### src/rtl/inst_encoder_pkg.sv
//------------------------------------------------------------------------------
// Module : inst_encoder_pkg
// Brief  : Shared ISA constants for the instruction encoder and decoder.
// Rev    : 1.0 - initial release
//------------------------------------------------------------------------------
`default_nettype none

package inst_encoder_pkg;

    // Field-level request operations; codes 24..31 are undefined (illegal)
    typedef enum logic [4:0] {
        OP_WAIT   = 5'd0,
        OP_AND    = 5'd1,
        OP_OR     = 5'd2,
        OP_XOR    = 5'd3,
        OP_ADD    = 5'd4,
        OP_ADDC   = 5'd5,
        OP_SUB    = 5'd6,
        OP_CMP    = 5'd7,
        OP_MOV    = 5'd8,
        OP_ANDI   = 5'd9,
        OP_ORI    = 5'd10,
        OP_XORI   = 5'd11,
        OP_ADDI   = 5'd12,
        OP_ADDCI  = 5'd13,
        OP_SUBI   = 5'd14,
        OP_CMPI   = 5'd15,
        OP_LSHI_L = 5'd16,
        OP_LSHI_R = 5'd17,
        OP_ASHI_L = 5'd18,
        OP_ASHI_R = 5'd19,
        OP_LOAD   = 5'd20,
        OP_STOR   = 5'd21,
        OP_BCOND  = 5'd22,
        OP_JCOND  = 5'd23
    } req_op_e;

    typedef enum logic [0:0] {
        S_IDLE  = 1'b0,
        S_WRITE = 1'b1
    } enc_state_e;

    // Major opcodes
    localparam logic [3:0] C_MAJ_RR    = 4'b0000;
    localparam logic [3:0] C_MAJ_SHIFT = 4'b1000;
    localparam logic [3:0] C_MAJ_MEM   = 4'b0100;
    localparam logic [3:0] C_MAJ_BR    = 4'b1100;

    // Register-register extension field
    localparam logic [3:0] C_EXT_AND  = 4'b0001;
    localparam logic [3:0] C_EXT_OR   = 4'b0010;
    localparam logic [3:0] C_EXT_XOR  = 4'b0011;
    localparam logic [3:0] C_EXT_ADD  = 4'b0101;
    localparam logic [3:0] C_EXT_ADDC = 4'b0111;
    localparam logic [3:0] C_EXT_SUB  = 4'b1001;
    localparam logic [3:0] C_EXT_CMP  = 4'b1011;
    localparam logic [3:0] C_EXT_MOV  = 4'b1101;

    // Immediate-op major nibbles
    localparam logic [3:0] C_IMM_ANDI  = 4'b0001;
    localparam logic [3:0] C_IMM_ORI   = 4'b0010;
    localparam logic [3:0] C_IMM_XORI  = 4'b0011;
    localparam logic [3:0] C_IMM_ADDI  = 4'b0101;
    localparam logic [3:0] C_IMM_ADDCI = 4'b0111;
    localparam logic [3:0] C_IMM_SUBI  = 4'b1001;
    localparam logic [3:0] C_IMM_CMPI  = 4'b1011;

    // Memory-group sub-codes
    localparam logic [3:0] C_SUB_LOAD  = 4'b0000;
    localparam logic [3:0] C_SUB_STOR  = 4'b0100;
    localparam logic [3:0] C_SUB_JCOND = 4'b1100;

    // Shift kind, followed by the direction bit in the word
    localparam logic [2:0] C_SHK_LSH = 3'b000;
    localparam logic [2:0] C_SHK_ASH = 3'b001;

    function automatic logic [15:0] pack_fields(input logic [3:0] a, input logic [3:0] b,
                                                input logic [3:0] c, input logic [3:0] d);
        return {a, b, c, d};
    endfunction

endpackage

`default_nettype wire

### src/rtl/inst_encoder_pack.sv
//------------------------------------------------------------------------------
// Module : inst_pack
// Brief  : Combinational request-to-ISA-word packer with illegal-request flag.
// Rev    : 1.0 - initial release
//------------------------------------------------------------------------------
`default_nettype none

module inst_pack
    import inst_encoder_pkg::*;
(
    input  logic [4:0]  op,
    input  logic [3:0]  rd,
    input  logic [3:0]  rs,
    input  logic [7:0]  imm,
    output logic [15:0] word,
    output logic        illegal
);

    logic w_shift_bad;

    assign w_shift_bad = (imm[7:4] != 4'd0);

    always_comb begin
        word    = 16'h0000;
        illegal = 1'b0;
        case (op)
            OP_WAIT:   word = 16'h0000;
            OP_AND:    word = pack_fields(C_MAJ_RR, rd, C_EXT_AND,  rs);
            OP_OR:     word = pack_fields(C_MAJ_RR, rd, C_EXT_OR,   rs);
            OP_XOR:    word = pack_fields(C_MAJ_RR, rd, C_EXT_XOR,  rs);
            OP_ADD:    word = pack_fields(C_MAJ_RR, rd, C_EXT_ADD,  rs);
            OP_ADDC:   word = pack_fields(C_MAJ_RR, rd, C_EXT_ADDC, rs);
            OP_SUB:    word = pack_fields(C_MAJ_RR, rd, C_EXT_SUB,  rs);
            OP_CMP:    word = pack_fields(C_MAJ_RR, rd, C_EXT_CMP,  rs);
            OP_MOV:    word = pack_fields(C_MAJ_RR, rd, C_EXT_MOV,  rs);
            OP_ANDI:   word = {C_IMM_ANDI,  rd, imm};
            OP_ORI:    word = {C_IMM_ORI,   rd, imm};
            OP_XORI:   word = {C_IMM_XORI,  rd, imm};
            OP_ADDI:   word = {C_IMM_ADDI,  rd, imm};
            OP_ADDCI:  word = {C_IMM_ADDCI, rd, imm};
            OP_SUBI:   word = {C_IMM_SUBI,  rd, imm};
            OP_CMPI:   word = {C_IMM_CMPI,  rd, imm};
            OP_LSHI_L: begin
                word    = pack_fields(C_MAJ_SHIFT, rd, {C_SHK_LSH, 1'b0}, imm[3:0]);
                illegal = w_shift_bad;
            end
            OP_LSHI_R: begin
                word    = pack_fields(C_MAJ_SHIFT, rd, {C_SHK_LSH, 1'b1}, imm[3:0]);
                illegal = w_shift_bad;
            end
            OP_ASHI_L: begin
                word    = pack_fields(C_MAJ_SHIFT, rd, {C_SHK_ASH, 1'b0}, imm[3:0]);
                illegal = w_shift_bad;
            end
            OP_ASHI_R: begin
                word    = pack_fields(C_MAJ_SHIFT, rd, {C_SHK_ASH, 1'b1}, imm[3:0]);
                illegal = w_shift_bad;
            end
            OP_LOAD:   word = pack_fields(C_MAJ_MEM, rd, C_SUB_LOAD,  rs);
            OP_STOR:   word = pack_fields(C_MAJ_MEM, rd, C_SUB_STOR,  rs);
            OP_BCOND:  word = {C_MAJ_BR, rd, imm};
            OP_JCOND:  word = pack_fields(C_MAJ_MEM, rd, C_SUB_JCOND, rs);
            default:   illegal = 1'b1;
        endcase
    end

endmodule

`default_nettype wire

### src/rtl/inst_encoder.sv
//------------------------------------------------------------------------------
// Module : inst_encoder
// Brief  : Field-level instruction encoder writing packed words to instruction
//          memory with an auto-incrementing address. Optional running checksum
//          output enabled by INST_ENCODER_CHECKSUM_EN.
// Rev    : 1.0 - initial release
//------------------------------------------------------------------------------
`default_nettype none

module inst_encoder
    import inst_encoder_pkg::*;
#(
    parameter int ADDR_W = 10,
    parameter int DEPTH  = 1024
) (
    input  logic              clk,
    input  logic              reset_n,
    input  logic              cfg_load,
    input  logic [ADDR_W-1:0] cfg_base,
    input  logic              req_valid,
    output logic              req_ready,
    input  logic [4:0]        req_op,
    input  logic [3:0]        req_rd,
    input  logic [3:0]        req_rs,
    input  logic [7:0]        req_imm,
    output logic              mem_we,
    output logic [ADDR_W-1:0] mem_addr,
    output logic [15:0]       mem_wdata,
    output logic [ADDR_W:0]   word_count,
    output logic              full,
    output logic              err_illegal
`ifdef INST_ENCODER_CHECKSUM_EN
    ,
    output logic [15:0]       checksum
`endif
);

    localparam logic [ADDR_W-1:0] C_LAST_ADDR = ADDR_W'(DEPTH - 1);
    localparam logic [ADDR_W:0]   C_DEPTH     = (ADDR_W + 1)'(DEPTH);

    enc_state_e        r_state;
    enc_state_e        w_next_state;
    logic              r_alive;
    logic              r_we;
    logic [ADDR_W-1:0] r_addr;
    logic [15:0]       r_wdata;
    logic [ADDR_W:0]   r_count;
    logic              r_full;
    logic              r_err;
    logic [15:0]       w_word;
    logic              w_illegal;
    logic              w_accept;

    inst_pack u_pack (
        .op      (req_op),
        .rd      (req_rd),
        .rs      (req_rs),
        .imm     (req_imm),
        .word    (w_word),
        .illegal (w_illegal)
    );

    // r_alive keeps ready low through the reset cycle itself
    assign req_ready   = r_alive && (r_state == S_IDLE) && !r_full;
    assign w_accept    = req_valid && req_ready && !cfg_load;
    assign mem_we      = r_we && !cfg_load;
    assign mem_addr    = r_addr;
    assign mem_wdata   = r_wdata;
    assign word_count  = r_count;
    assign full        = r_full;
    assign err_illegal = r_err;

    always_ff @(posedge clk or negedge reset_n) begin
        if (!reset_n) begin
            r_state <= S_IDLE;
        end else begin
            r_state <= w_next_state;
        end
    end

    always_comb begin
        w_next_state = r_state;
        case (r_state)
            S_IDLE:  if (w_accept && !w_illegal) w_next_state = S_WRITE;
            S_WRITE: w_next_state = S_IDLE;
            default: w_next_state = S_IDLE;
        endcase
        if (cfg_load) begin
            w_next_state = S_IDLE;
        end
    end

    always_ff @(posedge clk or negedge reset_n) begin
        if (!reset_n) begin
            r_alive <= 1'b0;
            r_we    <= 1'b0;
            r_addr  <= '0;
            r_wdata <= 16'h0000;
            r_count <= '0;
            r_full  <= 1'b0;
            r_err   <= 1'b0;
        end else begin
            r_alive <= 1'b1;
            if (cfg_load) begin
                r_we    <= 1'b0;
                r_addr  <= cfg_base;
                r_count <= '0;
                r_full  <= ({1'b0, cfg_base} >= C_DEPTH);
                r_err   <= 1'b0;
            end else begin
                case (r_state)
                    S_IDLE: begin
                        if (w_accept) begin
                            if (w_illegal) begin
                                r_err <= 1'b1;
                            end else begin
                                r_we    <= 1'b1;
                                r_wdata <= w_word;
                            end
                        end
                    end
                    S_WRITE: begin
                        r_we    <= 1'b0;
                        r_count <= r_count + 1'b1;
                        // Last word: park the address and stop accepting
                        if (r_addr == C_LAST_ADDR) begin
                            r_full <= 1'b1;
                        end else begin
                            r_addr <= r_addr + 1'b1;
                        end
                    end
                    default: r_we <= 1'b0;
                endcase
            end
        end
    end

`ifdef INST_ENCODER_CHECKSUM_EN
    logic [15:0] r_checksum;

    assign checksum = r_checksum;

    always_ff @(posedge clk or negedge reset_n) begin
        if (!reset_n) begin
            r_checksum <= 16'h0000;
        end else if (cfg_load) begin
            r_checksum <= 16'h0000;
        end else if (r_we) begin
            r_checksum <= {r_checksum[14:0], r_checksum[15]} ^ r_wdata;
        end
    end
`endif

endmodule

`default_nettype wire
### config.mk
export PLATFORM = sky130hd
export DESIGN_NAME = inst_encoder
export DESIGN_NICKNAME = d
export VERILOG_FILES = /design/src/rtl/inst_encoder_pkg.sv /design/src/rtl/inst_encoder_pack.sv /design/src/rtl/inst_encoder.sv
export SDC_FILE = /design/constraint.sdc
export NUM_CORES = 1
export LEC_CHECK = 0
export CAP_MARGIN = 20
export CORE_ASPECT_RATIO = 0.7
export CORE_MARGIN = 1.5
export CORE_UTILIZATION = 49
export DETAILED_ROUTE_END_ITERATION = 12
export MAX_ROUTING_LAYER = met4
export PLACE_DENSITY = 0.87
export SLEW_MARGIN = 20
export SYNTH_ARGS = -nofsm -noshare
export SYNTH_HDL_FRONTEND = slang
export SYNTH_SLANG_ARGS = --single-unit
export TNS_END_PERCENT = 10
### constraint.sdc
create_clock -name clk -period 4.7 [get_ports clk]
set_input_delay 0.94 -clock clk [delete_from_list [all_inputs] [get_ports clk]]
set_output_delay 0.94 -clock clk [all_outputs]
set_load 0.1 [all_outputs]
Word-level counts from Yosys, hierarchy flattened
Index checks and enable logic that the tools add are counted.
Widths: inputs -> output; s select.
{ "op_classes": {"n_addsub": 2, "eq_ne": 28, "n_mux": 21, "bitwise": 3, "n_reduce_logical": 22} }
{ "ops": {"columns": ["op", "n"], "rows": [
  ["$pmux 16 s23", 1],
  ["$eq 5x4->1 const B", 8],
  ["$eq 5x5->1 const B", 8],
  ["$mux 10", 3],
  ["$mux 11", 2],
  ["$eq 5x3->1 const B", 4],
  ["$reduce_or 20->1", 1],
  ["$mux 1", 12],
  ["$add 11x1->11 const B", 1],
  ["$add 10x1->10 const B", 1],
  ["$eq 10x10->1 const B", 1],
  ["$eq 5x2->1 const B", 2],
  ["$reduce_bool 2->1", 4],
  ["$logic_and 1x1->1", 6],
  ["$ne 3x3->1 const B", 2],
  ["$pmux 1 s2", 3],
  ["$reduce_and 2->1", 3],
  ["$eq 5x1->1 const B", 1],
  ["$logic_not 5->1", 1],
  ["$ne 2x2->1 const B", 2],
  ["$reduce_and 4->1", 1],
  ["$reduce_bool 4->1", 1],
  ["$reduce_or 4->1", 1],
  ["$logic_not 1->1", 3],
  ["other kinds (2)", 4]
]} }
{ "totals": {"ff_bits": 42, "inputBits": 35, "out_inout_bits": 41, "wordCells": 84} }

Longest topological paths before layout
{ "depth": {"ltp_word": 9, "depth_mapped": 7, "ltp_nobuf": 6} }

Hierarchy
Synthesis repeated with hierarchy kept, for this count alone.
{ "unflattened": {"hier_cells": 231, "hier_area_um2": 2353.5} }
{ "by_module_without_submodules": {"columns": ["mod", "instances", "cells_per_inst", "area_each_um2", "seq_area_each_um2"], "rows": [
  ["inst_encoder", 1, 173, 1963.1, 1051.0],
  ["inst_pack", 1, 58, 390.4, 0.0]
]} }

Least setup slack after synthesis
OpenSTA, ideal clock, no wires.
{ "synth_timing": {"path_kind": "input to output", "startpoint": "input port cfg_load", "endpoint": "output port mem_we", "arrival_time_ns": 2.460, "required_time_ns": 3.760, "slack_ns": 1.300, "path_stages": 2, "path_buffers": 1, "path_cell_list": "clkbuf_1 -> nor2b_1"} }
{ "synth_via": {"elab_chain_cells": 2} }
{ "synth_lines": {"columns": ["item", "line", "source"], "rows": [
  ["from (decl)", "inst_encoder.sv:18", "input logic cfg_load,"],
  ["$logic_not 1->1", "inst_encoder.sv:66", "assign mem_we = r_we && !cfg_load;"],
  ["$logic_and 1x1->1", "inst_encoder.sv:66", null],
  ["to (decl)", "inst_encoder.sv:26", "output logic mem_we,"]
]} }
No other way between the ends.

Worst setup path in the final report
{ "layout_timing": {"startpoint": "register r_state", "endpoint": "output port req_ready"} }
{ "layout_via": {"elab_chain_cells": 3} }
{ "layout_lines": {"columns": ["item", "line", "source"], "rows": [
  ["from (decl)", "inst_encoder.sv:41", "enc_state_e r_state;"],
  ["from (signal assigned)", "inst_encoder.sv:77", "r_state <= w_next_state;"],
  ["$not 1->1 (no line)", null, null],
  ["$logic_and 1x1->1 (2 in a row)", "inst_encoder.sv:64", "assign req_ready = r_alive && (r_state == S_IDLE) && !r_full;"],
  ["to (decl)", "inst_encoder.sv:21", "output logic req_ready,"]
]} }
No other way between the ends.

==> reports/results.ini <==
[worst_hold_path]
hold_path.class=reg2reg

[cts]
clk_latency_ps=300
clock_sinks=42
cts_buffers=5
cts_tree=yes
clockRootBuffer=clkbuf_8
cts_setup_buffers=0
clk_pin_slew_worst_paths_ps=80
cts_resized=0
hold_buffers=0
clockBufferDepth=2
h-tree-depth=2

[logic_synthesis]
synth_top_area_cell=dfrtp_1
syn_nets=268
synth_area_um2=2260
synth_top_cell_area_share_pct=46.6
ys_seq_area_share_pct=46.6
ys_async_sr_fraction_pct=100
ys_warn_count=0
syn_inst=231
avgSynthCellArea_um2=9.77
synthTopCellsByArea=dfrtp_1, a22o_1, nand2_1
synth-seq-cells=42
synth_edf_count=0
synth_cell_types=46
synth_flop_cell=dfrtp_1

[die]
start_util_pct=51.5
ios=76
coreArea_um2=4380
die_height_um=59.8
die_area_um2=5030
die-width_um=84.1
rows=20

[setup_path]
crit_required_ps=3760
crit_fanout=11
path_delay_family=buffers and inverters
path_buf_inv=1
cp_data_arrival_time_ps=2320
crit_slowest_cell=clkdlybuf4s50_1
cp-start-kind=flop
end_kind=output port
critPathKind=reg2out
critical_path.cell_chain=nor3b_2 -> clkdlybuf4s50_1
max_stage_delay_ps=1180

[global_route]
grt_pass1_vias=1781
grt_max_degree=43
grt_pass1_wl_um=8590
global_route.usage.total_pct=23.0
grt_overflow=0
antenna_found_initial=0

[finish]
nNetsFinal=336
antenna_cells=0
layout-drive-gt1-share_pct=7.00
instances_no_fill=355
final_common_cell=clkdlybuf4s50_1
area_delta_synth_final_pct=36.7
layout_common_cells=clkdlybuf4s50_1, dfrtp_1, nand2_1, nor2_1, o21ai_0

[timing]
drv_slew=0
relSlewSlack_pct=31.6
min_period_ps=3260
worst_slack_ps=1440
rsz0062_at_grt=false
fin_tns_setup_ps=0
max_freq_ghz=0.307
finalCritPeriodShare_pct=69.3
setup_violations=0
clock-skew-final_ps=7.69
tightest_slew_ps=1020
finalHoldViolCount=0

[routing]
wire_per_inst_um=15.1
ant_nets=0
drt_iter0_drc=155
dr.pass1.iters=4
drc=0
dr_total_vias=1975
via_per_inst=5.56
wl_um=5360

[placement]
portBuffers=75
gp_congestion=0.885
place_inst=347
dpl_worst_slack_ps=1560
dp_hpwl_um=3900

[pwr]
p_total_w=0.00118
p_leak_nw=1.30
peakVddDrop_v=0.000354
power_density_nw_per_um2=382

[run]
drv_cap=0

[status]
outcome=complete, no violations

[final cells by class]
class | count | area (um^2)
clock buffers | 6 | 72.6
fillers | 329 | 1290
multi-input cells | 172 | 1100
well taps | 55 | 68.8
inverters | 2 | 7.51
repair buffers | 76 | 751
flip-flops and latches | 42 | 1050
clock inverters | 2 | 37.5
[tightest hold or removal path: stages, from the launching register on]
cell and delay, ps:
dfrtp_1 340, nand2_1 60, o31ai_2 50
[stage by stage]
stage / hold WS, ps / instance area [um^2] / utilization (%)
2_1_floorplan: 644 / 2260 / -
4_1_cts: 492 / 3090 / 70.5
3_3_place_gp: 469 / 2980 / 67.9
3_5_place_dp: 472 / 2980 / 67.9
5_1_grt: 511 / 3090 / 70.5
6_report: 486 / 3090 / 70.5
[final timing paths]
path	startpoint	end	slack, ps	cells after the start
max	r_state$_DFF_PN0_	req_ready	1440	2
min	mem_wdata[12]$_DFFE_PN0P_	mem_wdata[12]$_DFFE_PN0P_	490	2
max reg2reg	r_state$_DFF_PN0_	mem_wdata[14]$_DFFE_PN0P_	2670	4
min reg2reg	mem_wdata[12]$_DFFE_PN0P_	mem_wdata[12]$_DFFE_PN0P_	490	2
max in group asynchronous	reset_n	err_illegal$_DFFE_PN0P_	3340	1
min in group asynchronous	reset_n	word_count[5]$_DFFE_PN0N_	770	1
[cell families (layout without fill, tap and decap cells)]
logic type / count (synthesis) / in the layout / synth area share [%]
AND/OR/NAND/NOR: 89 / 89 / 19.5
AO/OA/AOI/OAI: 60 / 60 / 19.8
flip-flops: 42 / 42 / 46.6
buffers and inverters: 17 / 86 / 4.82
XOR/XNOR: 16 / 16 / 6.21
multiplexers: 4 / 4 / 1.77
adder cells (fa/ha/maj): 2 / 2 / 1.11
other: 1 / 1 / 0.166
[routing by layer]
layer,wire length (um),vias to the layer above,part of all wire (%),track usage (%)
li1,-,953,-,-
met1,2520,938,47,30.4
met2,2360,76,44,34.5
met3,410,8,7.6,6.63
met4,68,0,1.3,7.26
met5,0,-,0,-
[Yosys cell counts (5+ instances only)]
cell type	count
nand2_1	32
buf_2	6
a22o_1	17
nor2_1	21
o21ai_0	18
dfrtp_1	42
nand4_1	6
and3_1	5
nand3_1	7
xor2_1	12
nand2b_1	6
[power by group]
part           internal (W)  switching, W  total (W)
sequential         0.000397     0.0000287   0.000425
clock              0.000158      0.000127   0.000286
combinational      0.000127      0.000341   0.000468
[state kept, by name (all words and copies together), names as in the netlist]
name         flops
err_illegal      1
full             1
mem_addr        10
mem_wdata       16
r_alive          1
r_state          1
r_we             1
word_count      11
Power figures use the tool's default switching activity.
